File: src/rtl/run_slot_scheduler.sv
// Round-robin time-slice scheduler: one owner at a time, IDLE -> RUN -> STOP,
// each grant capped at SLICE cycles and followed by a GAP-cycle cooldown.
module run_slot_scheduler #(
  parameter int N_REQ = 4,
  parameter int SLICE = 16,
  parameter int GAP   = 1
) (
  input  logic                     i_clk,
  input  logic                     i_rst_n,
  input  logic [N_REQ-1:0]         i_req,
  input  logic [N_REQ-1:0]         i_done,
  output logic [N_REQ-1:0]         o_grant,
  output logic [$clog2(N_REQ)-1:0] o_grant_id,
  output logic                     o_running,
  output logic                     o_start_p,
  output logic                     o_stop_p,
  output logic                     o_preempt
);

  localparam int IDW = $clog2(N_REQ);
  localparam int CW  = $clog2(SLICE + 1);
  localparam int GW  = $clog2(GAP + 1);

  localparam logic [1:0] S_IDLE = 2'd0;
  localparam logic [1:0] S_RUN  = 2'd1;
  localparam logic [1:0] S_STOP = 2'd2;

  logic [1:0]       r_state;
  logic [N_REQ-1:0] r_grant;
  logic [IDW-1:0]   r_grant_id;
  logic [IDW-1:0]   r_last;
  logic [CW-1:0]    r_slice_cnt;
  logic [GW-1:0]    r_gap_cnt;
  logic             r_running;
  logic             r_start_p;
  logic             r_stop_p;
  logic             r_preempt;

  logic [IDW-1:0]   w_sel;
  logic [IDW-1:0]   w_cand;
  logic [N_REQ-1:0] w_onehot;
  logic             w_found;
  logic             w_release;

  assign w_found   = |i_req;
  assign w_release = i_done[r_grant_id] | ~i_req[r_grant_id];

  // Round-robin pick: scan downward so the candidate nearest last+1 wins.
  always_comb begin
    w_sel  = r_last;
    w_cand = r_last;
    for (int k = N_REQ; k >= 1; k--) begin
      w_cand = IDW'((int'(r_last) + k) % N_REQ);
      w_sel  = i_req[w_cand] ? w_cand : w_sel;
    end
    w_onehot        = {N_REQ{1'b0}};
    w_onehot[w_sel] = 1'b1;
  end

  // Scheduler state, counters and all registered outputs.
  always_ff @(posedge i_clk or negedge i_rst_n) begin
    if (!i_rst_n) begin
      r_state     <= S_IDLE;
      r_grant     <= {N_REQ{1'b0}};
      r_grant_id  <= {IDW{1'b0}};
      r_last      <= IDW'(N_REQ - 1);
      r_slice_cnt <= {CW{1'b0}};
      r_gap_cnt   <= {GW{1'b0}};
      r_running   <= 1'b0;
      r_start_p   <= 1'b0;
      r_stop_p    <= 1'b0;
      r_preempt   <= 1'b0;
    end else begin
      r_start_p <= 1'b0;
      r_stop_p  <= 1'b0;
      r_preempt <= 1'b0;
      case (r_state)
        S_IDLE: begin
          if (w_found) begin
            r_state     <= S_RUN;
            r_grant     <= w_onehot;
            r_grant_id  <= w_sel;
            r_last      <= w_sel;
            r_slice_cnt <= CW'(1);
            r_running   <= 1'b1;
            r_start_p   <= 1'b1;
          end else begin
            r_state <= S_IDLE;
          end
        end
        S_RUN: begin
          // Owner release outranks slice expiry, so a done on the last slice cycle is not a preempt.
          if (w_release || (r_slice_cnt == CW'(SLICE))) begin
            r_state   <= S_STOP;
            r_grant   <= {N_REQ{1'b0}};
            r_running <= 1'b0;
            r_stop_p  <= 1'b1;
            r_preempt <= ~w_release;
            r_gap_cnt <= GW'(1);
          end else begin
            r_slice_cnt <= r_slice_cnt + CW'(1);
          end
        end
        S_STOP: begin
          if (r_gap_cnt == GW'(GAP)) begin
            r_state <= S_IDLE;
          end else begin
            r_gap_cnt <= r_gap_cnt + GW'(1);
          end
        end
        default: begin
          r_state   <= S_IDLE;
          r_grant   <= {N_REQ{1'b0}};
          r_running <= 1'b0;
        end
      endcase
    end
  end

  assign o_grant    = r_grant;
  assign o_grant_id = r_grant_id;
  assign o_running  = r_running;
  assign o_start_p  = r_start_p;
  assign o_stop_p   = r_stop_p;
  assign o_preempt  = r_preempt;

endmodule

File: config.mk
export PLATFORM = sky130hd
export DESIGN_NAME = run_slot_scheduler
export DESIGN_NICKNAME = d
export VERILOG_FILES = /design/src/rtl/run_slot_scheduler.sv
export SDC_FILE = /design/constraint.sdc
export NUM_CORES = 1
export LEC_CHECK = 0
export ABC_AREA = 1
export CAP_MARGIN = 10
export CORE_MARGIN = 2
export CORE_UTILIZATION = 52
export CTS_CLUSTER_DIAMETER = 50
export DETAILED_ROUTE_END_ITERATION = 8
export GPL_TIMING_DRIVEN = 0
export PLACE_DENSITY = 0.78
export SLEW_MARGIN = 5
export SYNTH_ARGS = -nofsm -noshare
export SYNTH_HDL_FRONTEND = slang
export SYNTH_SLANG_ARGS = --single-unit
File: constraint.sdc
create_clock -name i_clk -period 2.13 [get_ports i_clk]
set_clock_uncertainty 0.2 [all_clocks]
set_input_delay 0.5325 -clock i_clk [delete_from_list [all_inputs] [get_ports i_clk]]
set_output_delay 0.5325 -clock i_clk [all_outputs]
set_load 0.01 [all_outputs]
==> results of run 1 <==
[metrics by stage]
stage               cells  setup slack, ns  hold slack (ns)  instance area (sq um)  TNS (ns)
CTS                   200            0.132            0.272                   1430         0
global route          200           0.0449            0.309                   1430         0
finish                200            0.148            0.268                   1430         0
detailed placement    197           -0.159            0.251                   1400     -1.50
floorplan             150            0.571           0.0369                   1180         0
global placement      197          -0.0898            0.238                   1400    -0.509
[cell families after synthesis]
| group | synth area share (%) |
|---|---|
| AOI/OAI and AO/OA | 5.94 |
| and+or+nand+nor | 39.4 |
| DFF | 42.7 |
| xor gates and xnor gates | 2.23 |
| adders and majority gates | 2.12 |
| buffers and inverters | 7.64 |
[metal layers]
metal | vias to the layer above | GRT usage [%] | part of all wire, %
li1 | 525 | - | -
met1 | 470 | 22.7 | 44
met2 | 16 | 41.5 | 53
met3 | 3 | 1.72 | 2.3
met4 | 0 | 11.0 | 1.2
met5 | - | 0 | 0
[power groups by stage]
stage / sequential, uW / clock, uW / combinational [uW]
floorplan: 640 / 0 / 797
global placement: 615 / 0 / 1100
detailed placement: 622 / 0 / 1140
CTS: 614 / 182 / 1150
global route: 635 / 191 / 1300
finish: 613 / 175 / 1140
[sequential cells by signal, summed over array words and instances (netlist names)]
signal and count:
o_stop_p 1, r_gap_cnt 1, r_state 2, o_running 1, o_grant 4, o_preempt 1, r_last 2, o_start_p 1
r_slice_cnt 5, o_grant_id 2
[placed cells by master (no fill, tap or decap), types with 2 or more instances in the layout]
cell type,count
dfstp_2,2
nand2_2,10
clkbuf_4,3
inv_1,14
ha_1,2
o21ai_2,2
inv_2,2
nand2_1,48
o21ai_0,7
nand3_1,11
xor2_1,2
clkdlybuf4s50_1,19
nor2_1,15
nand4_1,2
dfrtp_1,18
nand3_2,3
[path summary, 6_finish.rpt]
check	start	endpoint	depth (start not counted)
setup / recovery	o_grant_id[0]	o_grant_id[0]	1
hold / removal	r_gap_cnt	r_state[1]	1
setup reg to reg	r_slice_cnt[0]	r_slice_cnt[0]	9
hold reg to reg	r_gap_cnt	r_state[1]	1
max in group asynchronous	i_rst_n	o_grant[1]	1
min in group asynchronous	i_rst_n	r_slice_cnt[3]	1
[cell type report]
type,count,area (sq um),share of cell area [%]
inverters,17,71.3,5.00
plain buffers,2,18.8,1.32
multi-input cells,111,586,41.1
well taps,28,35.0,2.46
flip-flops and latches,20,503,35.3
clock buffers,3,22.5,1.58
repair buffers,19,190,13.3
==> results_dict.tcl, run 1 <==
set metrics [dict create \
    ys_seq_area_share_pct 42.7 \
    power.switching_uw 902 \
    p_leak_uw 0.000715 \
    via_per_inst 5.07 \
    layout-drive-gt1-share_pct 17.4 \
    drc 0 \
    ys.flop_type "dfrtp_1" \
    hold_violations 0 \
    drv_slew 0 \
    postCtsResizedCells 0 \
    swShare_pct 46.7 \
    critical_path_arrival_ns 1.25 \
    cts_tree "done" \
    synth_seq_cells 20 \
    fp.dieW_microns 51.6 \
    start_kind "flip-flop" \
    crit_buf_inv 1 \
    portBuffers 19 \
    async_reset_ff_share_pct 100 \
    avgSynthCellArea_sq_um 7.86 \
    cpPeakStageDelay_ns 0.55 \
    synth_cell_types 26 \
    grt_antenna_before_repair 0 \
    overflow 0 \
    reg2reg_slack_ns 0.41 \
    area_growth_pct 21.0 \
    critical_path_class "flip-flop to output pin" \
    powerDensity_mw_per_mm2 1360 \
    post-synth-top-count-cell "nand2_1" \
    synth-edff-count 0 \
    grt_pass1_vias 1037 \
    cts_sinks 20 \
    ir_worst_vdd_mv 0.735 \
    cts_setup_buffers 0 \
    dr.first_iter.drc_count 20 \
    fill_cells 207 \
    cts_max_level 1 \
    final_antenna_net_count 0 \
    ys_top_cells_by_area "dfrtp_1, nand2_1, nand2_2, nor2_1, nand3_1" \
    fin_nets 186 \
    ctsHoldBuffers 0 \
    chipHeight_microns 51.6 \
    max-slew-margin-rel_pct 43.4 \
    syn_area_sq_mm 0.00118 \
    period_share_pct 93.0 \
    hold_path.class "flip-flop to flip-flop" \
    status "complete, no violations" \
    yosysWarnings 0 \
    required_ns 1.40 \
    seqPwrFrac_pct 31.7 \
    num_rows 17 \
    post-dp-hpwl_microns 1870 \
    vias 1014 \
    cpMaxStageDelayCell "clkdlybuf4s50_1" \
    tightest_slew_ns 0.847 \
    diodes 0 \
    critical_path.top_delay_family "buffers and inverters" \
    fmax_mhz 505 \
    grt_usage_pct 21.4 \
    numCtsBuffers 3 \
    netlist_instances 150 \
    grt_pass1_wl_microns 4200 \
    synth.top_cells.by_count "nand2_1, dfrtp_1, nor2_1" \
    dr.pass1.iters 4 \
    period_minus_slack_ns 1.98 \
    gp_congestion 0.737 \
    p_int_uw 1030 \
    start_util_pct 54.3 \
    finish.utilization_pct 65.7 \
    cts.clk_slew.worst_paths_ns 0.10 \
    power_uw 1930 \
    cp_cell_sequence "clkdlybuf4s50_1" \
    coreArea_sq_mm 0.00217 \
    cts_root_buf "clkbuf_4" \
    cp_max_fo 4 \
    combPwrFrac_pct 59.2 \
    drt_wl_total_microns 2410 \
    grt_max_degree 21 \
    io_pins 20 \
    synth.top_cell.area_share_pct 38.2 \
    clk_path_buf_depth 2 \
    setup_viol 0 \
    max-cap-violations 0 \
    post_drt_wl_per_cell_microns 12.0 \
    power_frac_clock_pct 9.1 \
    clk_latency_ns 0.30 \
    synth_top_area_cell "dfrtp_1" \
    dieArea_sq_mm 0.00266 \
    syn_nets 162 \
    rsz0062_at_grt "false" \
    cp-end-kind "output pin" \
]
No activity file was read; power rests on OpenSTA's default activity.
==> run 2: changes to the inputs <==
- CELL_PAD_IN_SITES_DETAIL_PLACEMENT: default -> 0
- CELL_PAD_IN_SITES_GLOBAL_PLACEMENT: default -> 1
- CORE_UTILIZATION: 52 -> 38
- PLACE_DENSITY: 0.78 -> default
- PLACE_DENSITY_LB_ADDON: default -> 0.1
==> run 2 against run 1 <==
Worst setup slack got worse by 0.016 ns. Maximum frequency down 0.82%. Critical path depth did not move. Largest power group unchanged. Worst hold slack got worse by 0.0022 ns. Routed wire length shrank 0.54%.
==> results_dict.tcl, run 2 (synthesis gave the netlist of run 1 again) <==
set metrics [dict create \
    powerDensity_mw_per_mm2 1410 \
    use_met1_pct 19.4 \
    cp_max_fo 4 \
    hold_violations 0 \
    cts_tree "done" \
    rr_startpoint "r_slice_cnt[0]" \
    grt_pass1_wl_microns 4370 \
    num_rows 20 \
    portBuffers 19 \
    post_drt_wl_per_cell_microns 11.6 \
    cpMaxStageDelayCell "clkdlybuf4s50_1" \
    diodes 0 \
    cts_sinks 20 \
    dieArea_sq_mm 0.00356 \
    numCtsBuffers 3 \
    cts_setup_buffers 0 \
    r2r_end "r_slice_cnt[0]" \
    grt_antenna_before_repair 0 \
    clk_path_buf_depth 2 \
    largest_reg_flops 5 \
    final_common_cell "nand2_1" \
    ff2ff_path_depth 9 \
    critical_path_arrival_ns 1.27 \
    cts_root_buf "clkbuf_4" \
    clk_latency_ns 0.30 \
    fp.dieW_microns 59.7 \
    layout_common_cells "nand2_1, clkdlybuf4s50_1, dfrtp_1" \
    fin_nets 186 \
    reg2reg_slack_ns 0.39 \
    area_growth_pct 24.1 \
    rsz0062_at_grt "false" \
    path_depth 1 \
    grt_max_degree 21 \
    hold_path.class "flip-flop to flip-flop" \
    ctsHoldBuffers 0 \
    critical_path.top_delay_family "buffers and inverters" \
    required_ns 1.40 \
    start_util_pct 39.2 \
    worst_hold_slack_ns 0.266 \
    grt_pass1_vias 1058 \
    cp-end-kind "output pin" \
    drt_wl_total_microns 2390 \
    cp-endpoint "o_grant_id[0]" \
    drv_slew 0 \
    tightest_slew_ns 0.890 \
    final_antenna_net_count 0 \
    p_leak_uw 0.000729 \
    period_share_pct 93.8 \
    cts_max_level 1 \
    coreArea_sq_mm 0.00300 \
    dr.first_iter.drc_count 63 \
    cpPeakStageDelay_ns 0.55 \
    postCtsResizedCells 0 \
    cp_cell_sequence "clkdlybuf4s50_1" \
    fin_cells 206 \
    cts.clk_slew.worst_paths_ns 0.12 \
    drc 0 \
    grt_usage_pct 16.2 \
    chipHeight_microns 59.7 \
    fill_cells 308 \
    final-seq-area_sq_um 503 \
    vias 1008 \
    max-slew-margin-rel_pct 40.5 \
    gp_congestion 0.816 \
    grt_use_met2_pct 28.4 \
    crit_buf_inv 1 \
    setup_viol 0 \
    setup_slack_ns 0.132 \
    dr.pass1.iters 4 \
    pre_cts_slack_ns -0.142 \
    status "complete, no violations" \
    start_kind "flip-flop" \
    place_inst 202 \
    critical_path_class "flip-flop to output pin" \
    io_pins 20 \
    overflow 0 \
    gr-max-usage-layer "met2" \
    top_register "r_slice_cnt" \
    max-cap-violations 0 \
    multi_input_area_sq_um 586 \
    startpoint "o_grant_id[0]" \
    post-dp-hpwl_microns 1910 \
    met3_usage_pct 2.81 \
    ir_worst_vdd_mv 0.527 \
    fmax_mhz 500 \
    finish.utilization_pct 48.7 \
    via_per_inst 4.89 \
    layout-drive-gt1-share_pct 17.9 \
    period_minus_slack_ns 2.00 \
]
-- run 2: cell types whose count changed in the layout (fill, tap and decap cells not counted) --
cell,before,now
bufinv_16,0,1
-- run 2: worst min-delay path by stage --
stage                            end  depth (start not counted)  slack, ns      start
after floorplan           o_grant[0]                          0       0.04    i_rst_n
after global placement     r_gap_cnt                          2       0.24  r_gap_cnt
after detailed placement   r_gap_cnt                          2       0.25  r_gap_cnt
after CTS                 r_state[1]                          1       0.27  r_gap_cnt
after global routing       r_gap_cnt                          2       0.31  r_gap_cnt
final                     r_state[1]                          1       0.27  r_gap_cnt
-- run 2: layer usage --
layer | part of all wire, % | wire [microns]
met1 | 45 | 1090
met2 | 52 | 1250
met5 | 0 | 0
met4 | 0.96 | 23
met3 | 1.3 | 31
-- run 2: area by class of cell --
cell class,instances,share of cell area [%]
plain buffers,2,1.28
clock buffers,3,1.54
clock inverters,1,2.05
inverters,17,4.88
multi-input cells,111,40.0
flip-flops and latches,20,34.4
well taps,33,2.82
repair buffers,19,13.0
-- run 2: worst register-to-register path, stage by stage (launching register included) --
cell and delay [ns]:
dfrtp_1 0.43, inv_1 0.09, ha_1 0.14, nand2_1 0.06, nor3_2 0.18, inv_1 0.12, nand4_4 0.17, nand2_2 0.12
nor2_1 0.10, nor2_1 0.04
-- run 2: where the power goes --
part	switching (uW)	internal (uW)
Clock	115	190
Combinational	695	442
Sequential	92.3	523
Total	902	1160
-- run 2: through the flow --
stage	TNS (ns)	area, sq um	power, uW
3_5_place_dp	-1.18	1410	1780
2_1_floorplan	0	1180	1440
4_1_cts	0	1460	2090
5_1_grt	0	1460	2250
6_report	0	1460	2060
3_3_place_gp	-1.09	1410	1750
